<file path="src/rtl/stall_ctrl.sv">
// stall_ctrl: pipeline stall/flush controller for the five-stage core.
// Converts busy/hazard/flush requests into per-stage register enables and
// bubble clears, sequences deferred and discarding flushes through a small
// FSM, and keeps saturating stall/flush performance counters.
`ifndef W_DATA
`define W_DATA 32
`endif

module stall_ctrl (
  input  logic               clk,
  input  logic               rst,
  input  logic               stall_id,
  input  logic               if_busy,
  input  logic               ex_busy,
  input  logic               mm_busy,
  input  logic               flush_req,
  input  logic [`W_DATA-1:0] flush_pc,
  output logic               en_pc,
  output logic               en_id,
  output logic               en_ex,
  output logic               en_mm,
  output logic               en_wb,
  output logic               clr_id,
  output logic               clr_ex,
  output logic               clr_mm,
  output logic               clr_wb,
  output logic               redirect_valid,
  output logic [`W_DATA-1:0] redirect_pc,
  output logic [31:0]        perf_stall,
  output logic [15:0]        perf_flush
);

  typedef enum logic [1:0] {
    RUN        = 2'd0,
    FLUSH_WAIT = 2'd1,
    DISCARD    = 2'd2
  } state_t;

  state_t             state;
  logic [`W_DATA-1:0] target_q;
  logic               apply;     // flush takes effect on the pipeline this cycle
  logic               run_flush; // new flush request accepted this cycle

  assign run_flush = (state == RUN) && flush_req;

  // A flush applied in the request cycle redirects to the incoming target.
  assign redirect_pc = run_flush ? flush_pc : target_q;

  // Stage enables, bubble clears and redirect from current state and inputs.
  always_comb begin
    // NOTE: every output gets a default before any branch so no path can
    // leave one unassigned, which would otherwise infer a latch.
    en_pc          = 1'b1;
    en_id          = 1'b1;
    en_ex          = 1'b1;
    en_mm          = 1'b1;
    en_wb          = 1'b1;
    clr_id         = 1'b0;
    clr_ex         = 1'b0;
    clr_mm         = 1'b0;
    clr_wb         = 1'b0;
    redirect_valid = 1'b0;
    apply          = 1'b0;

    if (rst) begin
      en_pc  = 1'b0;
      en_id  = 1'b0;
      en_ex  = 1'b0;
      en_mm  = 1'b0;
      en_wb  = 1'b0;
      clr_id = 1'b1;
      clr_ex = 1'b1;
      clr_mm = 1'b1;
      clr_wb = 1'b1;
    end else begin
      unique case (state)
        RUN, FLUSH_WAIT: begin
          if ((state == FLUSH_WAIT || flush_req) && !mm_busy) begin
            apply = 1'b1;
          end else if (mm_busy) begin
            // Oldest stage wins: freeze PC..MM, bubble into WB.
            en_pc  = 1'b0;
            en_id  = 1'b0;
            en_ex  = 1'b0;
            en_mm  = 1'b0;
            clr_wb = 1'b1;
          end else if (ex_busy) begin
            en_pc  = 1'b0;
            en_id  = 1'b0;
            en_ex  = 1'b0;
            clr_mm = 1'b1;
          end else if (stall_id) begin
            en_pc  = 1'b0;
            en_id  = 1'b0;
            clr_ex = 1'b1;
          end else if (if_busy) begin
            en_pc  = 1'b0;
            clr_id = 1'b1;
          end
        end
        DISCARD: begin
          // The fetch returning here belongs to the squashed path.
          clr_id         = 1'b1;
          clr_ex         = 1'b1;
          en_pc          = !if_busy;
          redirect_valid = !if_busy;
        end
        default: begin
          en_pc = 1'b0;
        end
      endcase

      if (apply) begin
        // Younger stages become bubbles; the MM instruction retires to WB.
        clr_id         = 1'b1;
        clr_ex         = 1'b1;
        clr_mm         = 1'b1;
        en_pc          = !if_busy;
        redirect_valid = !if_busy;
      end
    end
  end

  // FSM state, latched redirect target and saturating performance counters.
  always_ff @(posedge clk) begin
    // NOTE: sequential state uses non-blocking assignments so every register
    // samples pre-edge values regardless of statement order.
    if (rst) begin
      state      <= RUN;
      target_q   <= '0;
      perf_stall <= '0;
      perf_flush <= '0;
    end else begin
      if (!en_pc && perf_stall != 32'hFFFF_FFFF) begin
        perf_stall <= perf_stall + 32'd1;
      end
      if (apply && perf_flush != 16'hFFFF) begin
        perf_flush <= perf_flush + 16'd1;
      end
      if (run_flush) begin
        target_q <= flush_pc;
      end

      unique case (state)
        RUN: begin
          if (flush_req) begin
            if (mm_busy)      state <= FLUSH_WAIT;
            else if (if_busy) state <= DISCARD;
          end
        end
        FLUSH_WAIT: begin
          if (!mm_busy) state <= if_busy ? DISCARD : RUN;
        end
        DISCARD: begin
          if (!if_busy) state <= RUN;
        end
        default: state <= RUN;
      endcase
    end
  end

endmodule
</file>
<file path="config.mk">
export PLATFORM = sky130hd
export DESIGN_NAME = stall_ctrl
export DESIGN_NICKNAME = d
export VERILOG_FILES = /design/src/rtl/stall_ctrl.sv
export SDC_FILE = /design/constraint.sdc
export NUM_CORES = 1
export LEC_CHECK = 0
export BUFFER_PORTS_ARGS = -buffer_cell sky130_fd_sc_hd__buf_2
export CAP_MARGIN = 20
export CORE_ASPECT_RATIO = 1.4
export CORE_MARGIN = 1.5
export CORE_UTILIZATION = 40
export DETAILED_ROUTE_END_ITERATION = 10
export PLACE_DENSITY = 0.69
export SYNTH_ARGS = -nofsm -noshare
export SYNTH_HDL_FRONTEND = slang
export SYNTH_SLANG_ARGS = --single-unit
</file>
<file path="constraint.sdc">
create_clock -name clk -period 5.5 [get_ports clk]
set_input_delay 0.55 -clock clk [delete_from_list [all_inputs] [get_ports clk]]
set_output_delay 0.55 -clock clk [all_outputs]
set_load 0.02 [all_outputs]
</file>
Word-level counts from Yosys, hierarchy flattened
Index checks and enable logic that the tools add are counted.
{ "op_classes": {"add_sub_neg": 2, "n_eq_ne": 8, "mux": 64, "reduce_logical": 11} }
{ "ops": {"columns": ["operator", "count"], "rows": [
  ["1-bit two-way mux", 53],
  ["32-bit by 1-bit adder with 32-bit output (second input constant)", 1],
  ["32-bit two-way mux", 1],
  ["32-bit inequality test (second input constant)", 1],
  ["16-bit by 1-bit adder with 16-bit output (second input constant)", 1],
  ["16-bit inequality test (second input constant)", 1],
  ["2-bit two-way mux", 6],
  ["2-bit inequality test (second input constant)", 3],
  ["1-bit one-hot mux with 2 select lines", 3],
  ["2-bit one-hot mux with 3 select lines", 1],
  ["1-bit logical AND", 4],
  ["4-bit AND reduction", 1],
  ["1-bit zero test", 3],
  ["3-bit inequality test (second input constant)", 1],
  ["2-bit by 1-bit == test with 1-bit output (second input constant)", 1],
  ["2-bit == test (second input constant)", 1],
  ["2-bit zero test", 1],
  ["2-bit OR reduction", 1],
  ["1-bit logical OR", 1]
]} }
{ "totals": {"regBits": 82, "in_bits": 39, "out_inout_bits": 90, "wordCells": 89} }

Depth between registers and ports, before layout
{ "logic_depth": {"ltp_word": 10, "depth_mapped": 8, "mapped_depth_nobuf": 6} }

Least setup slack after synthesis
OpenSTA, ideal clock, no wires.
{ "synth_timing": {"path_type": "in2out", "startpoint": "input flush_req", "endpoint": "output redirect_pc[10]", "arrival_ns": 1.754, "required_time_ns": 4.950, "setup_slack_ns": 3.196, "cell_stages": 3, "path_buffers": 1, "path_cell_list": "nor3b_1 > clkbuf_1 > mux2_2"} }
{ "synth_via": {"elab_chain_len": 2} }
{ "synth_lines": {"columns": ["element", "line_no", "text"], "rows": [
  ["start: declaration", "16", "input logic flush_req,"],
  ["1-bit logical AND", "44", "assign run_flush = (state == RUN) && flush_req;"],
  ["32-bit two-way mux", null, null],
  ["end: declaration", "28", "output logic [`W_DATA-1:0] redirect_pc,"]
]} }
Every way passes these cells.

Worst setup path after layout
{ "layout_timing": {"startpoint": "input rst", "endpoint": "output en_pc"} }
{ "layout_via": {"elab_chain_len": 1} }
{ "layout_lines": {"columns": ["element", "line_no", "text"], "rows": [
  ["start: declaration", "11", "input logic rst,"],
  ["1-bit two-way mux", "65", "if (rst) begin"],
  ["end: declaration", "18", "output logic en_pc,"]
]} }
Every way passes these cells.

==> reports/metrics.cfg <==
[logic_synthesis]
synth-edff-count = 0
synth_largest_area_cell = dfxtp_1
yosys_warnings = 0
synth_cell_type_count = 46
ys_ff_latch = 82
syn_avg_cell_area_sq_um = 9.15
synth_area_sq_mm = 0.00395
syn-num-nets = 472
seq_area_frac_synth = 0.416
synth_cells = 431
synth_async_sr_flop_share = 0
synth_top_flop_cell = dfxtp_1
netlist.area_leader.share = 0.416
synthTopCellsByArea = dfxtp_1 42%, mux2_2 11%, and2_1 5.2%

[critical_path]
arrival_ns = 2.30
cp_max_fo = 58
cp-start-kind = input pin
cp-end-kind = output port
worstReg2RegStart = perf_stall[0]$_SDFFE_PP0P_
worstReg2RegEnd = perf_stall[27]$_SDFFE_PP0P_
reg2reg_slack_ns = 2.91
reg2regPathDepth = 7
critPathKind = input pin to output port
required_ns = 4.95

[finish]
filler_cell_count = 887
finalNetCount = 592
diodes = 0
ff_latch_area_sq_mm = 0.00164
area_delta_synth_final_pct = 26.3
final_area_sq_mm = 0.00498
fin_util = 0.524
multi_input_comb_area_sq_mm = 0.00218
final_cell_mix = 128 x buf_2, 82 x dfxtp_1, 37 x mux2_2
drive_gt1_frac = 0.347
final_common_cell = buf_2

[timing]
max_freq_mhz = 351
drv_slew = 0
setup_viol = 0
grt_setup_unrepaired = no
relSlewSlack = 0.475
period_needed_ns = 2.85
fin_setup_tns_ns = 0
finClkSkew_ns = 0.00903
worst_pin_slew_ns = 0.782
hold_violations = 0
period_share = 0.518

[global_route]
grt_pass1_wl_mm = 16.1
grt_usage = 0.194
grt_max_degree = 59
grt_pass1_vias = 3451
globalRouteOverflowTotal = 0
grt_antenna_before_repair = 0

[place]
dp_hpwl_mm = 7.04
io_buffers = 128
globalplace.congestion = 0.831
placed_cell_area_sq_mm = 0.00469

[power]
peakVddDrop_uv = 143
p_leak_nw = 2.07
p_per_area_mw_per_mm2 = 279

[cts]
path_clk_slew_ns = 0.06
cts_inserted_buffers = 9
cts_tree = built
ctsHoldBuffers = 0
htree_levels = 3
cts_post_setup_buffers_inserted = 0
cts-root-buf = clkbuf_16
clock-sinks = 82
worstSkewPairLatency_ns = 0.33
clockBufferDepth = 2
post_cts_resized = 0

[detailed_routing]
vias = 3669
drt_wl_total_mm = 9.85
wl_per_cell_um = 14.3
drt_iter0_drc = 166
ant_nets = 0
drc = 0
first_pass_iters = 4
routed_via_density = 5.33

[min_path]
hold_path_class = input pin to flop
hold_depth = 2
whs_endpoint = state[1]$_SDFFE_PP0P_
hp-start = if_busy

[status]
run_status = completed

[floorplan]
fp.dieW_um = 86.9
die_area_sq_mm = 0.0105
start_util = 0.415
ios = 129
row_count = 42
core_sq_mm = 0.00951
die_h_um = 121

[flow_run]
max_cap_violations = 0

## metal layers
layer / wire [um] / vias to the layer above / part of all wire / track usage
li1: - / 1832 / - / -
met1: 4030 / 1715 / 0.41 / 0.236
met2: 5030 / 111 / 0.51 / 0.323
met3: 621 / 11 / 0.063 / 0.0396
met4: 160 / 0 / 0.016 / 0.0917
met5: 0 / - / 0 / 0
## worst max path at each step
stage                   start                     endpoint  slack [ns]
floorplan           flush_req              redirect_pc[10]        3.20
detailed placement        rst  perf_stall[30]$_SDFFE_PP0P_        2.50
CTS                       rst                        en_pc        2.64
global placement          rst  perf_stall[30]$_SDFFE_PP0P_        2.60
finish                    rst                        en_pc        2.65
global route              rst                        en_pc        2.43
## power breakdown
part / internal (W) / switching [W]
Combinational: 0.0000722 / 0.000101
Clock: 0.000353 / 0.000245
Sequential: 0.000613 / 0.00000827
Total: 0.00104 / 0.000354
## flip-flops by register name (all words and copies together) (netlist names)
register and cells:
target_q 32, perf_flush 16, state 2, perf_stall 32
## worst max-delay path, stage by stage
cell      delay (ns)
buf_2           0.08
buf_4           0.47
nor2_1          0.19
nand3b_1        0.29
nand2_1         0.39
buf_2           0.30
## final cells by class
cell class                 instances  share of cell area
clock buffer                      10              0.0459
clock inverter                     6              0.0131
inverter                           8             0.00603
multi-input combinational        318               0.438
sequential                        82               0.329
tap                              132              0.0331
timing repair buffer             132               0.135
## per-stage QoR
stage | total power, W | hold slack, ns | setup slack (ns) | instances
3_5_place_dp | 0.000809 | 0.494 | 2.50 | 672
4_1_cts | 0.00141 | 0.474 | 2.64 | 688
3_3_place_gp | 0.000806 | 0.490 | 2.60 | 672
6_report | 0.00139 | 0.484 | 2.65 | 688
5_1_grt | 0.00145 | 0.489 | 2.43 | 688
2_1_floorplan | 0.000751 | 0.538 | 3.20 | 431
## synth_stat cells (3+ instances only)
cell type	number
dfxtp_1	82
mux2_2	37
and2_1	33
nor2_1	29
a21oi_1	28
nand3_1	20
clkbuf_1	18
nand2_1	18
nand4_1	16
or4_1	16
o31ai_1	15
xnor2_1	13
o21ai_0	11
and3_1	9
nor3_1	9
inv_1	8
nor4_1	8
or3_1	7
and4_1	6
a211oi_1	5
nor2b_1	5
nor3b_1	4
o21a_1	3
o31a_1	3
## logic make-up after synthesis
group                      after synthesis  share of synthesized area
buffers and inverters                   31                     0.0320
DFF                                     82                      0.416
muxes                                   38                      0.108
adders and majority gates                2                    0.00634
AOI/OAI and AO/OA                       72                      0.118
xor gates and xnor gates                13                     0.0289
and+or+nand+nor                        193                      0.290
Power figures use the tool's default switching activity.
